[src/rtl/csa_pkg.sv]
// Shared types and sizing helpers for the carry-save resolver.
// Resolver FSM encoding, default geometry, slice count and index width.
package csa_pkg;

    typedef enum logic [1:0] {
        IDLE = 2'd0,
        BUSY = 2'd1,
        DONE = 2'd2
    } state_t;

    localparam int DEFAULT_WIDTH = 32;
    localparam int DEFAULT_SLICE = 8;

    function automatic int num_slices(input int width, input int slice);
        return width / slice;
    endfunction

    // A single-slice configuration still needs a 1-bit index register.
    function automatic int idx_width(input int n);
        return (n > 1) ? $clog2(n) : 1;
    endfunction

endpackage

[src/rtl/csa_slice_adder.sv]
// Combinational SLICE-bit adder with carry in/out; zero latency, no flow control.
module csa_slice_adder #(
    parameter int SLICE = 8
) (
    input  logic [SLICE-1:0] a,
    input  logic [SLICE-1:0] b,
    input  logic             cin,
    output logic [SLICE-1:0] sum,
    output logic             cout
);

    assign {cout, sum} = {1'b0, a} + {1'b0, b} + {{SLICE{1'b0}}, cin};

endmodule

[src/rtl/csa_resolver.sv]
// Resolves a carry-save pair into one binary word, SLICE bits per clock, LSB slice first.
// Result valid NUM_SLICES edges after accept; held in DONE until out_ready, no input accepted meanwhile.
module csa_resolver
    import csa_pkg::*;
#(
    parameter int WIDTH = DEFAULT_WIDTH,
    parameter int SLICE = DEFAULT_SLICE
) (
    input  logic             clk,
    input  logic             rst,
    input  logic             in_valid,
    output logic             in_ready,
    input  logic [WIDTH-1:0] in_sum,
    input  logic [WIDTH-1:0] in_carry,
    output logic             out_valid,
    input  logic             out_ready,
    output logic [WIDTH-1:0] out_result,
    output logic             out_cout
);

    localparam int NUM_SLICES = num_slices(WIDTH, SLICE);
    localparam int IDX_W      = idx_width(NUM_SLICES);
    localparam logic [IDX_W-1:0] LAST_IDX = IDX_W'(NUM_SLICES - 1);

    if (WIDTH % SLICE != 0) begin : g_bad_slice
        $error("csa_resolver: WIDTH must be a multiple of SLICE");
    end

    state_t             state;
    logic [WIDTH-1:0]   sum_q;
    logic [WIDTH-1:0]   carry_q;
    logic               carry_reg;
    logic [IDX_W-1:0]   idx;
    logic [SLICE-1:0]   slice_sum;
    logic [SLICE-1:0]   slice_carry;
    logic [SLICE-1:0]   slice_r;
    logic               slice_c;

    assign slice_sum   = sum_q[int'(idx)*SLICE +: SLICE];
    assign slice_carry = carry_q[int'(idx)*SLICE +: SLICE];

    csa_slice_adder #(
        .SLICE (SLICE)
    ) u_slice_adder (
        .a    (slice_sum),
        .b    (slice_carry),
        .cin  (carry_reg),
        .sum  (slice_r),
        .cout (slice_c)
    );

    always_ff @(posedge clk) begin
        if (rst) begin
            state      <= IDLE;
            in_ready   <= 1'b1;
            out_valid  <= 1'b0;
            out_result <= '0;
            out_cout   <= 1'b0;
            idx        <= '0;
            carry_reg  <= 1'b0;
            sum_q      <= '0;
            carry_q    <= '0;
        end else begin
            case (state)
                IDLE: begin
                    if (in_valid && in_ready) begin
                        sum_q      <= in_sum;
                        carry_q    <= in_carry;
                        carry_reg  <= 1'b0;
                        idx        <= '0;
                        out_result <= '0;
                        in_ready   <= 1'b0;
                        state      <= BUSY;
                    end
                end
                BUSY: begin
                    out_result[int'(idx)*SLICE +: SLICE] <= slice_r;
                    carry_reg <= slice_c;
                    if (idx == LAST_IDX) begin
                        // Top slice: its carry is the word's carry out.
                        out_cout  <= slice_c;
                        idx       <= '0;
                        out_valid <= 1'b1;
                        state     <= DONE;
                    end else begin
                        idx <= idx + 1'b1;
                    end
                end
                DONE: begin
                    if (out_ready) begin
                        out_valid <= 1'b0;
                        in_ready  <= 1'b1;
                        state     <= IDLE;
                    end
                end
                default: state <= IDLE;
            endcase
        end
    end

endmodule

[config.mk]
export PLATFORM = sky130hd
export DESIGN_NAME = csa_resolver
export DESIGN_NICKNAME = d
export VERILOG_FILES = /design/src/rtl/csa_pkg.sv /design/src/rtl/csa_slice_adder.sv /design/src/rtl/csa_resolver.sv
export SDC_FILE = /design/constraint.sdc
export NUM_CORES = 1
export LEC_CHECK = 0
export ABC_AREA = 1
export CORE_ASPECT_RATIO = 1.25
export CORE_MARGIN = 1.5
export CORE_UTILIZATION = 45
export CTS_CLUSTER_DIAMETER = 30
export DETAILED_ROUTE_END_ITERATION = 7
export PLACE_DENSITY = 0.71
export SYNTH_ARGS = -nofsm -noshare
export SYNTH_HDL_FRONTEND = slang
export SYNTH_SLANG_ARGS = --single-unit
[constraint.sdc]
create_clock -name clk -period 6.65 [get_ports clk]
set_input_delay 0.665 -clock clk [delete_from_list [all_inputs] [get_ports clk]]
set_output_delay 0.665 -clock clk [all_outputs]
set_load 0.03 [all_outputs]
# Word level (Yosys, flattened, before mapping)
# Cells that the tools add are included.
# totals
ff_bits	104
in_bits	68
word_cells	51
# op_classes
addsub	4
n_eq_ne	6
shifts	4
n_mux	17
n_reduce_logical	11
# ops
cell	n
32-bit one-hot mux with 2 select lines	1
32-bit by 6-bit variable part select with 8-bit output	2
5-bit negator with 33-bit output	1
8-bit by 33-bit variable shift with 32-bit output, first input constant	1
8-bit by 33-bit variable part select with 32-bit output	1
32-bit bitwise mux	1
32-bit two-way mux	1
2-bit two-way mux	5
8-bit by 8-bit adder with 9-bit output	1
9-bit by 1-bit adder with 9-bit output	1
3-bit AND reduction	3
2-bit != test, second input constant	3
1-bit one-hot mux with 2 select lines	3
2-bit one-hot mux with 3 select lines	1
2-bit AND reduction	3
2-bit nonzero test	3
2-bit == test, second input constant	2
1-bit two-way mux	4
2-bit one-hot mux with 2 select lines	1
2-bit by 1-bit adder with 2-bit output, second input constant	1
2-bit by 1-bit == test with 1-bit output, second input constant	1
2-bit zero test	1
1-bit logical AND	1

# Longest topological paths before layout
# Gate-level depths: netlist of the first run.
# depth
word_depth	6
depth_mapped	16
mapped_depth_nobuf	15

# Modules after synthesis
# From an unflattened synthesis of the first run, not the netlist that was laid out.
# unflattened
hier_cells	652
hier_area_um2	4768.3
# modules_own_cells
module	n_inst	cells_per_inst	area_each_um2	seq_area_each_um2
csa_resolver	1	593	4384.2	2082.0
csa_slice_adder	1	59	384.1	0.0

# Least setup slack after synthesis of the first run
# OpenSTA, ideal clock, no wires.
# synth_path
path_type	reg-to-reg
start	register idx[0]
end	register out_result[28]
setup_ns	0.071
arrival_ns	2.454
t_required_ns	6.579
slack_ns	4.125
path_stages_with_launch	15
n_path_buf	2
synth_period_minus_slack_ns	2.525
cell_sequence	dfxtp_1 buf_4 buf_2 nor2_1 o22ai_1 fa_1 inv_1 fa_1 inv_1 nand2_1 nand2_1 and2_4 xor2_2 nand4_1 a21oi_1
# synth_via
elab_chain_cells	6
# synth_lines
item	line	rtl
start: declaration	csa_resolver.sv:33	logic [IDX_W-1:0] idx;
start signal: assignment	csa_resolver.sv:86	idx <= idx + 1'b1;
32-bit by 6-bit variable part select with 8-bit output, on equally long branches	csa_resolver.sv:39, csa_resolver.sv:40	
8-bit by 8-bit adder with 9-bit output	csa_slice_adder.sv:12	assign {cout, sum} = {1'b0, a} + {1'b0, b} + {{SLICE{1'b0}}, cin};
9-bit by 1-bit adder with 9-bit output	csa_slice_adder.sv:12	
8-bit by 33-bit variable part select with 32-bit output	csa_resolver.sv:77	out_result[int'(idx)*SLICE +: SLICE] <= slice_r;
32-bit bitwise mux *	csa_resolver.sv:77	
32-bit one-hot mux with 2 select lines *	csa_resolver.sv:64	case (state)
end signal: indexed assignment	csa_resolver.sv:77	
end: declaration	csa_resolver.sv:17	output logic [WIDTH-1:0] out_result,
# Every way passes the cells marked *; elsewhere a longest branch is shown, timed or not.
# A chain may end at the register's enable or synchronous reset.

# Worst setup path in the final report of the first run
# layout_path
start	register idx[1]
end	register out_result[14]
# Same word-level chain as after synthesis.

==> results of run 1 <==
[worst max path at each step]
stage                                   start                           to  slack [ns]  depth (start not counted)
after floorplan           idx[0]$_SDFFE_PP0P_  out_result[28]$_SDFFE_PP0P_        4.12                         14
after global placement               in_valid          idx[0]$_SDFFE_PP0P_        3.33                          6
after detailed placement             in_valid          idx[0]$_SDFFE_PP0P_        3.28                          6
after CTS                 idx[1]$_SDFFE_PP0P_  out_result[12]$_SDFFE_PP0P_        3.52                         11
after global routing      idx[1]$_SDFFE_PP0P_  out_result[14]$_SDFFE_PP0P_        3.16                         13
final                     idx[1]$_SDFFE_PP0P_  out_result[14]$_SDFFE_PP0P_        3.46                         13
[cells in the final DEF (no fill, tap or decap), types with 3 or more instances in the layout]
cell type / synthesis / routed
ha_1: 11 / 11
dfxtp_1: 104 / 104
nand2_1: 92 / 92
nand4_1: 8 / 8
o22ai_1: 14 / 14
o21ai_0: 94 / 94
buf_4: 6 / 3
clkdlybuf4s50_1: 0 / 102
inv_1: 23 / 23
nand3_1: 16 / 16
nand2_2: 4 / 4
nor2_1: 166 / 166
inv_2: 9 / 9
a21oi_1: 44 / 44
clkbuf_16: 0 / 9
[per-layer routing]
| layer | wire length, µm | share of wire [%] | GRT usage, % | up-vias |
|---|---|---|---|---|
| li1 | - | - | - | 2259 |
| met1 | 4829 | 41 | 25.22 | 1994 |
| met2 | 5994 | 51 | 40.77 | 142 |
| met3 | 567 | 4.8 | 3.295 | 28 |
| met4 | 422 | 3.6 | 12.14 | 0 |
| met5 | 0 | 0 | 0 | - |
[layout make-up]
cell class / instances / share of cell area (%)
sequential: 104 / 34.54
tap: 129 / 2.678
clock inverter: 5 / 1.329
clock buffer: 11 / 4.027
timing repair buffer: 105 / 17.31
multi-input combinational: 469 / 37.99
inverter: 34 / 2.117
[through the flow]
step | cells | instance area, µm²
final | 857 | 6027
after global routing | 857 | 6027
after CTS | 857 | 6027
after detailed placement | 841 | 5704
after global placement | 841 | 5704
after floorplan | 643 | 4678
[Yosys cell counts (4+ instances only)]
| master | count | area share [%] |
|---|---|---|
| o21ai_0 | 94 | 10 |
| nand2_1 | 92 | 7.4 |
| o22ai_1 | 14 | 1.9 |
| dfxtp_1 | 104 | 45 |
| a21oi_1 | 44 | 4.7 |
| ha_1 | 11 | 2.9 |
| buf_2 | 4 | 0.43 |
| nor2_1 | 166 | 13 |
| nand2_2 | 4 | 0.53 |
| clkbuf_1 | 21 | 1.7 |
| inv_2 | 9 | 0.72 |
| buf_4 | 6 | 0.96 |
| nand4_1 | 8 | 1.1 |
| nand3_1 | 16 | 1.7 |
| inv_1 | 23 | 1.8 |
[worst register-to-register path, stage by stage (launching register included)]
cell,delay [ns]
dfxtp_1,0.63
clkinv_1,0.59
a32oi_1,0.47
inv_1,0.12
fa_1,0.45
inv_1,0.09
nand2_1,0.05
nand2_1,0.08
nand3_1,0.07
nand3_1,0.12
nand3_1,0.09
nor2_1,0.14
nand2_1,0.08
a21oi_1,0.14
[logic make-up after synthesis]
family	count (synthesis)	share of synthesized area (%)
and+or+nand+nor	297	26.80
AOI/OAI and AO/OA	156	17.46
DFF	104	44.50
buffers and inverters	70	6.552
adders and majority gates	13	3.798
xor gates and xnor gates	3	0.8826
[where the power goes]
group / internal [mW] / switching (mW)
Clock: 0.339 / 0.231
Combinational: 0.143 / 0.233
Sequential: 0.670 / 0.0284
==> results_dict.tcl, run 1 <==
set metrics [dict create \
    hold_path.class "reg -> reg" \
    dp_hpwl_um 8682 \
    cts_htree_levels 3 \
    grt_max_degree 72 \
    cp-end-kind "flop" \
    diodes 0 \
    pwr_density_cell_mw_per_mm2 272.8 \
    timing.final.crit_share_pct 47.91 \
    ys_ff_latch 104 \
    r2r_cells 13 \
    nFillCells 943 \
    required_ns 6.93 \
    portBuffers 102 \
    wirelength_um 11810 \
    worstPathArrival_ns 3.47 \
    crit_family "buffers and inverters" \
    fin_tns_setup_ns 0 \
    r2r-start "idx[1]$_SDFFE_PP0P_" \
    path_max_fanout 20 \
    firstDrtPassIters 5 \
    critPathKind "reg -> reg" \
    setup_viol 0 \
    place_ws_ns 3.277 \
    synth.distinct_cells 34 \
    grt_pass1_vias 4190 \
    postSynthCellCount 643 \
    fin_total_pwr_mw 1.644 \
    reg_top3 "carry_q (32), out_result (32), sum_q (32)" \
    synth_area_mm2 0.004678 \
    clk_pin_slew_worst_paths_ns 0.07 \
    coreArea_mm2 0.01011 \
    grt_pass1_wl_um 19200 \
    die_w_um 94.20 \
    start_util_pct 46.29 \
    max_freq_ghz 0.3138 \
    cts-buffers-inserted 9 \
    cts_tree "yes" \
    cts_num_sinks 104 \
    clockBufferDepth 2 \
    grtUsageTotal_pct 22.47 \
    hold_buffers 0 \
    synth_fp_nets 724 \
    async_flop_share_pct 0 \
    area_growth_pct 28.83 \
    final_layout_size_suffix_gt1_share_pct 6.044 \
    ys_seq_area_share_pct 44.50 \
    crit_buf_inv 3 \
    rrSetupSlack_ns 3.46 \
    ctsRootBufferMaster "clkbuf_16" \
    cp_slowest_stage_delay_ns 0.63 \
    final_max_slew_viol_count 0 \
    gp_congestion 0.9264 \
    fin_skew_ns 0.005453 \
    grt_overflow 0 \
    avgSynthCellArea_um2 7.276 \
    crit_chain "clkinv_1 -> a32oi_1 -> inv_1 -> fa_1 -> inv_1 -> nand2_1 -> nand2_1 -> nand3_1 -> nand3_1 -> nand3_1 -> nor2_1 -> nand2_1 -> a21oi_1" \
    drtIter0Drc 208 \
    ff_latch_area_mm2 0.002082 \
    hold_end "out_result[1]$_SDFFE_PP0P_" \
    timing.hold.ws_ns 0.4668 \
    cpMaxStageDelayCell "dfxtp_1" \
    post_cts_resized 0 \
    slew-limit-headroom_pct 27.35 \
    fin_crit_ns 3.186 \
    die_y_um 117.0 \
    hold_viol 0 \
    power.leakage_nw 2.338 \
    cap_viol_max_count 0 \
    hold_depth 2 \
    vias 4423 \
    status "finished clean" \
    io_pins 103 \
    synth-edff-count 0 \
    ir_drop_mv 0.1437 \
    post_cts.repair.setup_buffers 0 \
    ys.flop_type "dfxtp_1" \
    nets 804 \
    max_slew.worst_pin.slew_ns 1.088 \
    timing.rr.end "out_result[14]$_SDFFE_PP0P_" \
    multiInputGateArea_mm2 0.002290 \
    wire_per_inst_um 13.78 \
    startpoint_type "flop" \
    synth_warnings 0 \
    die-area_mm2 0.01102 \
    vias_per_cell 5.161 \
    drcViolationCount 0 \
    antenna_found_initial 0 \
    clk_latency_ns 0.35 \
    final_util_pct 59.64 \
    min-delay-start "out_result[1]$_SDFFE_PP0P_" \
    grt_setup_unrepaired "false" \
    row_count 41 \
    antenna_left 0 \
    fin_ws_ns 3.464 \
]
Power figures use the tool's default switching activity.
==> run 2, diff against run 1 <==
--- a/config.mk
+++ b/config.mk
@@ -11,7 +11,7 @@
 export CORE_UTILIZATION = 45
 export CTS_CLUSTER_DIAMETER = 30
 export DETAILED_ROUTE_END_ITERATION = 7
-export PLACE_DENSITY = 0.71
+export PLACE_DENSITY = 0.74
 export SYNTH_ARGS = -nofsm -noshare
 export SYNTH_HDL_FRONTEND = slang
 export SYNTH_SLANG_ARGS = --single-unit
==> constraint.sdc (replaced) <==
create_clock -name clk -period 2.74 [get_ports clk]
set_input_delay 0.274 -clock clk [delete_from_list [all_inputs] [get_ports clk]]
set_output_delay 0.274 -clock clk [all_outputs]
set_load 0.03 [all_outputs]
==> run 2 against run 1 <==
Die area is the same. Register-to-register slack got worse by 3.2 ns. Clock skew grew 0.0015 ns. Highest routed layer unchanged.
==> results_dict.tcl, run 2 (synthesis results as in run 1) <==
set metrics [dict create \
    vias_per_cell 5.133 \
    timing.final.crit_share_pct 91.87 \
    cts_num_sinks 104 \
    ir_drop_mv 0.3211 \
    io_pins 103 \
    antenna_found_initial 0 \
    die_w_um 94.20 \
    hold_depth 2 \
    cts_tree "yes" \
    timing.hold.ws_ns 0.4630 \
    startpoint_type "flop" \
    worstPathArrival_ns 2.79 \
    grt_max_degree 71 \
    ctsRootBufferMaster "clkbuf_16" \
    nFillCells 935 \
    cts-buffers-inserted 9 \
    multiInputGateArea_mm2 0.002290 \
    power_switching_share_pct 29.04 \
    required_ns 3.02 \
    power.leakage_nw 2.402 \
    hold_end "out_result[18]$_SDFFE_PP0P_" \
    max_freq_ghz 0.3973 \
    hold_buffers 0 \
    timing.rr.end "out_result[14]$_SDFFE_PP0P_" \
    clk_pin_slew_worst_paths_ns 0.07 \
    grt_pass1_wl_um 19730 \
    vias 4440 \
    slew-limit-headroom_pct 62.93 \
    drtIter0Drc 189 \
    fin_total_pwr_mw 4.132 \
    grtUsageTotal_pct 23.29 \
    cp-end-kind "flop" \
    area_growth_pct 31.13 \
    antenna_left 0 \
    r2r_cells 15 \
    final_max_slew_viol_count 0 \
    max_slew.worst_pin.slew_ns 0.5561 \
    share_comb_of_total_power_pct 22.5 \
    ff_latch_area_mm2 0.002083 \
    gp_congestion 0.9101 \
    start_util_pct 46.29 \
    fin_skew_ns 0.006946 \
    clk_latency_ns 0.35 \
    row_count 41 \
    layout.cells.non_filler 865 \
    status "finished clean" \
    layout_common_cells "nor2_1 (166), dfxtp_1 (103), clkdlybuf4s50_1 (102)" \
    hold_path.class "reg -> reg" \
    firstDrtPassIters 4 \
    die-area_mm2 0.01102 \
    pwr-share-clk_pct 36.3 \
    min-delay-start "out_result[18]$_SDFFE_PP0P_" \
    critPathKind "reg -> reg" \
    nets 812 \
    seq_power_share_pct 41.2 \
    placed_cells 849 \
    grt_overflow 0 \
    pwr_density_cell_mw_per_mm2 673.6 \
    layout_commonest_cell "nor2_1" \
    wirelength_um 12300 \
    reg_top3 "carry_q (32), out_result (32), sum_q (32)" \
    cap_viol_max_count 0 \
    internal_power_mw 2.932 \
    portBuffers 102 \
    fin_crit_ns 2.517 \
    cts_htree_levels 3 \
    wire_per_inst_um 14.22 \
    coreArea_mm2 0.01011 \
    clockBufferDepth 2 \
    path_max_fanout 14 \
    switchingPower_mw 1.200 \
    rrSetupSlack_ns 0.22 \
    final_layout_size_suffix_gt1_share_pct 7.337 \
    die_y_um 117.0 \
    hold_viol 0 \
    diodes 0 \
    grt_pass1_vias 4179 \
    r2r-start "idx[0]$_SDFFE_PP0P_" \
    setup_viol 0 \
    drcViolationCount 0 \
    dp_hpwl_um 9422 \
]
[run 2: per-layer routing]
layer / GRT usage (%) / up-vias / wire length, µm
met5: 0 / - / 0
met1: 25.66 / 2008 / 5024
met2: 43.45 / 126 / 6456
met4: 10.15 / 0 / 352
li1: - / 2283 / -
met3: 4.134 / 23 / 466
[run 2: timing repair]
| item | in CTS | in global routing |
|---|---|---|
| gates resized for setup | 0 | 7 |
| endpoints found under the setup margin | 0 | 5 |
| buffers inserted | 0 | 0 |
[run 2: critical path: stages (launching register included)]
cell and delay (ns):
dfxtp_2 0.39, buf_6 0.19, o21ai_0 0.10, o22ai_1 0.21, fa_1 0.24, inv_1 0.06
fa_1 0.40, inv_1 0.09, nand2_1 0.05, nand2_1 0.09, nand3_1 0.07, nand3_1 0.12
nand3_1 0.10, nor2_1 0.14, nand2_1 0.07, a21oi_1 0.13
[run 2: per-stage QoR]
stage / util [%] / setup TNS (ns) / worst slack (ns) / cell area [µm²]
after floorplan: - / 0 / 0.2148 / 4678
after global routing: 60.70 / -0.001510 / -0.001510 / 6135
final: 60.70 / 0 / 0.2228 / 6135
after detailed placement: 57.04 / 0 / 0.1699 / 5764
after global placement: 57.04 / 0 / 0.2846 / 5764
after CTS: 60.55 / 0 / 0.1568 / 6120
[run 2: power by group through the flow]
| stage | clock (mW) | combinational [mW] | sequential, mW |
|---|---|---|---|
| 2_1_floorplan | 0 | 0.617 | 1.73 |
| 3_3_place_gp | 0 | 0.896 | 1.74 |
| 3_5_place_dp | 0 | 0.917 | 1.74 |
| 4_1_cts | 1.52 | 0.921 | 1.70 |
| 5_1_grt | 1.58 | 1.03 | 1.71 |
| 6_report | 1.50 | 0.928 | 1.70 |
[run 2: final cells by class]
type,instances,area share [%]
repair buffers,113,18.17
inverters,34,2.121
well taps,129,2.631
flip-flops and latches,104,33.96
multi-input cells,469,37.32
clock inverters,4,1.611
clock buffers,12,4.181
[run 2: worst max path at each step]
stage	from	endpoint	slack, ns	cells past startpoint
global route	idx[1]$_SDFFE_PP0P_	out_result[30]$_SDFFE_PP0P_	-0.002	15
global placement	idx[0]$_SDFFE_PP0P_	out_result[28]$_SDFFE_PP0P_	0.28	13
CTS	idx[0]$_SDFFE_PP0P_	out_result[14]$_SDFFE_PP0P_	0.16	15
finish	idx[0]$_SDFFE_PP0P_	out_result[14]$_SDFFE_PP0P_	0.22	15
detailed placement	idx[0]$_SDFFE_PP0P_	out_result[14]$_SDFFE_PP0P_	0.17	15
floorplan	idx[0]$_SDFFE_PP0P_	out_result[28]$_SDFFE_PP0P_	0.21	14
==> run 3, diff against run 2 <==
--- a/config.mk
+++ b/config.mk
@@ -8,10 +8,10 @@
 export ABC_AREA = 1
 export CORE_ASPECT_RATIO = 1.25
 export CORE_MARGIN = 1.5
-export CORE_UTILIZATION = 45
+export CORE_UTILIZATION = 40
 export CTS_CLUSTER_DIAMETER = 30
 export DETAILED_ROUTE_END_ITERATION = 7
-export PLACE_DENSITY = 0.74
+export PLACE_DENSITY = 0.65
 export SYNTH_ARGS = -nofsm -noshare
 export SYNTH_HDL_FRONTEND = slang
 export SYNTH_SLANG_ARGS = --single-unit
==> constraint.sdc (replaced) <==
create_clock -name clk -period 2.4 [get_ports clk]
set_input_delay 0.24 -clock clk [delete_from_list [all_inputs] [get_ports clk]]
set_output_delay 0.24 -clock clk [all_outputs]
set_load 0.03 [all_outputs]
==> run 3 against run 2 <==
Largest power group unchanged. Worst setup slack lost 0.17 ns. Clock power shrank 11%. Die area grew 12%. Sequential cell count is the same. Total power grew 10%. Maximum frequency grew 7.4%. First-iteration DRC count grew 26%. Sequential power grew 14%. Sequential share of layout area shrank 1.2 points. Non-clock buffer count grew 16. Clock skew is essentially flat.
==> results_dict.tcl, run 3 (synthesis results as in run 1) <==
set metrics [dict create \
    dp_hpwl_um 9359 \
    start_util_pct 40.66 \
    switchingPower_mw 1.443 \
    placed_cells 865 \
    place_ws_ns -0.01217 \
    final_max_slew_viol_count 0 \
    die_w_um 99.73 \
    place_area_mm2 0.005857 \
    nets 828 \
    firstDrtPassIters 5 \
    fin_skew_ns 0.006488 \
    portBuffers 102 \
    grt_setup_unrepaired "true" \
    ir_drop_mv 0.3590 \
    layout.cells.non_filler 890 \
    antenna_left 0 \
    layout_commonest_cell "nor2_1" \
    clk_pin_slew_worst_paths_ns 0.07 \
    critPathKind "reg -> reg" \
    status "finished clean" \
    fin_tns_setup_ns 0 \
    design_area_mm2 0.006377 \
    layout_common_cells "nor2_1 (164), dfxtp_1 (102), clkdlybuf4s50_1 (102)" \
    cts_num_sinks 104 \
    setup_viol 0 \
    vias_per_cell 5.045 \
    io_pins 103 \
    cts_tree "yes" \
    timing.hold.ws_ns 0.4616 \
    timing.final.crit_share_pct 97.67 \
    power.leakage_nw 2.478 \
    wire_per_inst_um 14.30 \
    cpMaxStageDelayCell "dfxtp_4" \
    gp_congestion 0.8916 \
    pwr_density_cell_mw_per_mm2 714.4 \
    fin_total_pwr_mw 4.556 \
    max_slew.worst_pin.slew_ns 0.4956 \
    diodes 0 \
    cp-end-kind "flop" \
    cts-buffers-inserted 9 \
    required_ns 2.68 \
    final_layout_size_suffix_gt1_share_pct 13.30 \
    seq_power_share_pct 42.6 \
    antenna_found_initial 0 \
    ctsRootBufferMaster "clkbuf_16" \
    die_y_um 123.9 \
    hold_path.class "reg -> reg" \
    row_count 44 \
    path_max_fanout 13 \
    grt_pass1_vias 4269 \
    hold_viol 0 \
    reg_top3 "carry_q (32), out_result (32), sum_q (32)" \
    worstPathArrival_ns 2.63 \
    startpoint_type "flop" \
    grt_max_degree 66 \
    die-area_mm2 0.01236 \
    grtUsageTotal_pct 20.54 \
    max_freq_ghz 0.4266 \
    clk_latency_ns 0.35 \
    cts_htree_levels 3 \
    power_switching_share_pct 31.67 \
    pwr-share-clk_pct 29.2 \
    coreArea_mm2 0.01151 \
    wirelength_um 12730 \
    clockBufferDepth 2 \
    grt_pass1_wl_um 19920 \
    cap_viol_max_count 0 \
    share_comb_of_total_power_pct 28.2 \
    drtIter0Drc 238 \
    grt_overflow 0 \
    nFillCells 1083 \
    crit_chain "buf_4 -> clkbuf_16 -> o21ai_0 -> o22ai_1 -> ha_4 -> or2_1 -> and2_4 -> xor2_4 -> nand4_1 -> a21oi_1" \
    cp_slowest_stage_delay_ns 0.42 \
    final_util_pct 55.43 \
    area_growth_pct 36.32 \
    fin_crit_ns 2.344 \
    slew-limit-headroom_pct 66.96 \
    hold_buffers 0 \
    vias 4490 \
    internal_power_mw 3.113 \
    drcViolationCount 0 \
    fin_ws_ns 0.05580 \
]
-- run 3: layout make-up --
class                           instances  area, µm²  area share (%)
Clock inverter                          6      36.28          0.5690
Inverter                               34      133.9           2.099
Sequential cell                       104       2087           32.73
Timing Repair Buffer                  129       1295           20.31
Tap cell                              138      172.7           2.707
Multi-Input combinational cell        469       2424           38.00
Clock buffer                           10      229.0           3.590
-- run 3: power groups by stage --
stage | Combinational (mW) | Sequential, mW | Clock [mW]
after floorplan | 0.705 | 1.98 | 0
after global placement | 1.09 | 1.97 | 0
after detailed placement | 1.11 | 1.98 | 0
after CTS | 1.11 | 1.94 | 1.35
after global routing | 1.41 | 1.96 | 1.41
final | 1.28 | 1.94 | 1.33
-- run 3: worst paths after layout --
path	from	depth (start not counted)	to	slack, ns
hold / removal	out_result[9]$_SDFFE_PP0P_	2	out_result[9]$_SDFFE_PP0P_	0.46
setup / recovery	idx[0]$_SDFFE_PP0P_	10	out_result[28]$_SDFFE_PP0P_	0.06
setup reg to reg	idx[0]$_SDFFE_PP0P_	10	out_result[28]$_SDFFE_PP0P_	0.06
hold reg to reg	out_result[9]$_SDFFE_PP0P_	2	out_result[9]$_SDFFE_PP0P_	0.46
-- run 3: critical path, delay by kind of cell (launching register included) --
kind / cells / cell delay [ns]
buffers and inverters: 2 / 0.30
adder cells (fa/ha/maj): 1 / 0.28
AND/OR/NAND/NOR: 3 / 0.53
flip-flops: 1 / 0.42
AO/OA/AOI/OAI: 3 / 0.54
XOR/XNOR: 1 / 0.19
-- run 3: repair_timing --
item / in CTS / in global routing
setup endpoints to repair: 1 / 26
gates resized for setup: 1 / 47
setup buffers: 0 / 7
pin swaps: 0 / 17
cloned: 0 / 2
-- run 3: metal layers --
layer  routed length (µm)  track usage (%)  part of all wire (%)  up-vias
met1                 5451            24.09                    43     2052
met2                 6545            36.99                    51      112
met4                  280            8.627                   2.2        0
met5                    0                0                     0        -
li1                     -                -                     -     2311
met3                  447            3.479                   3.5       15
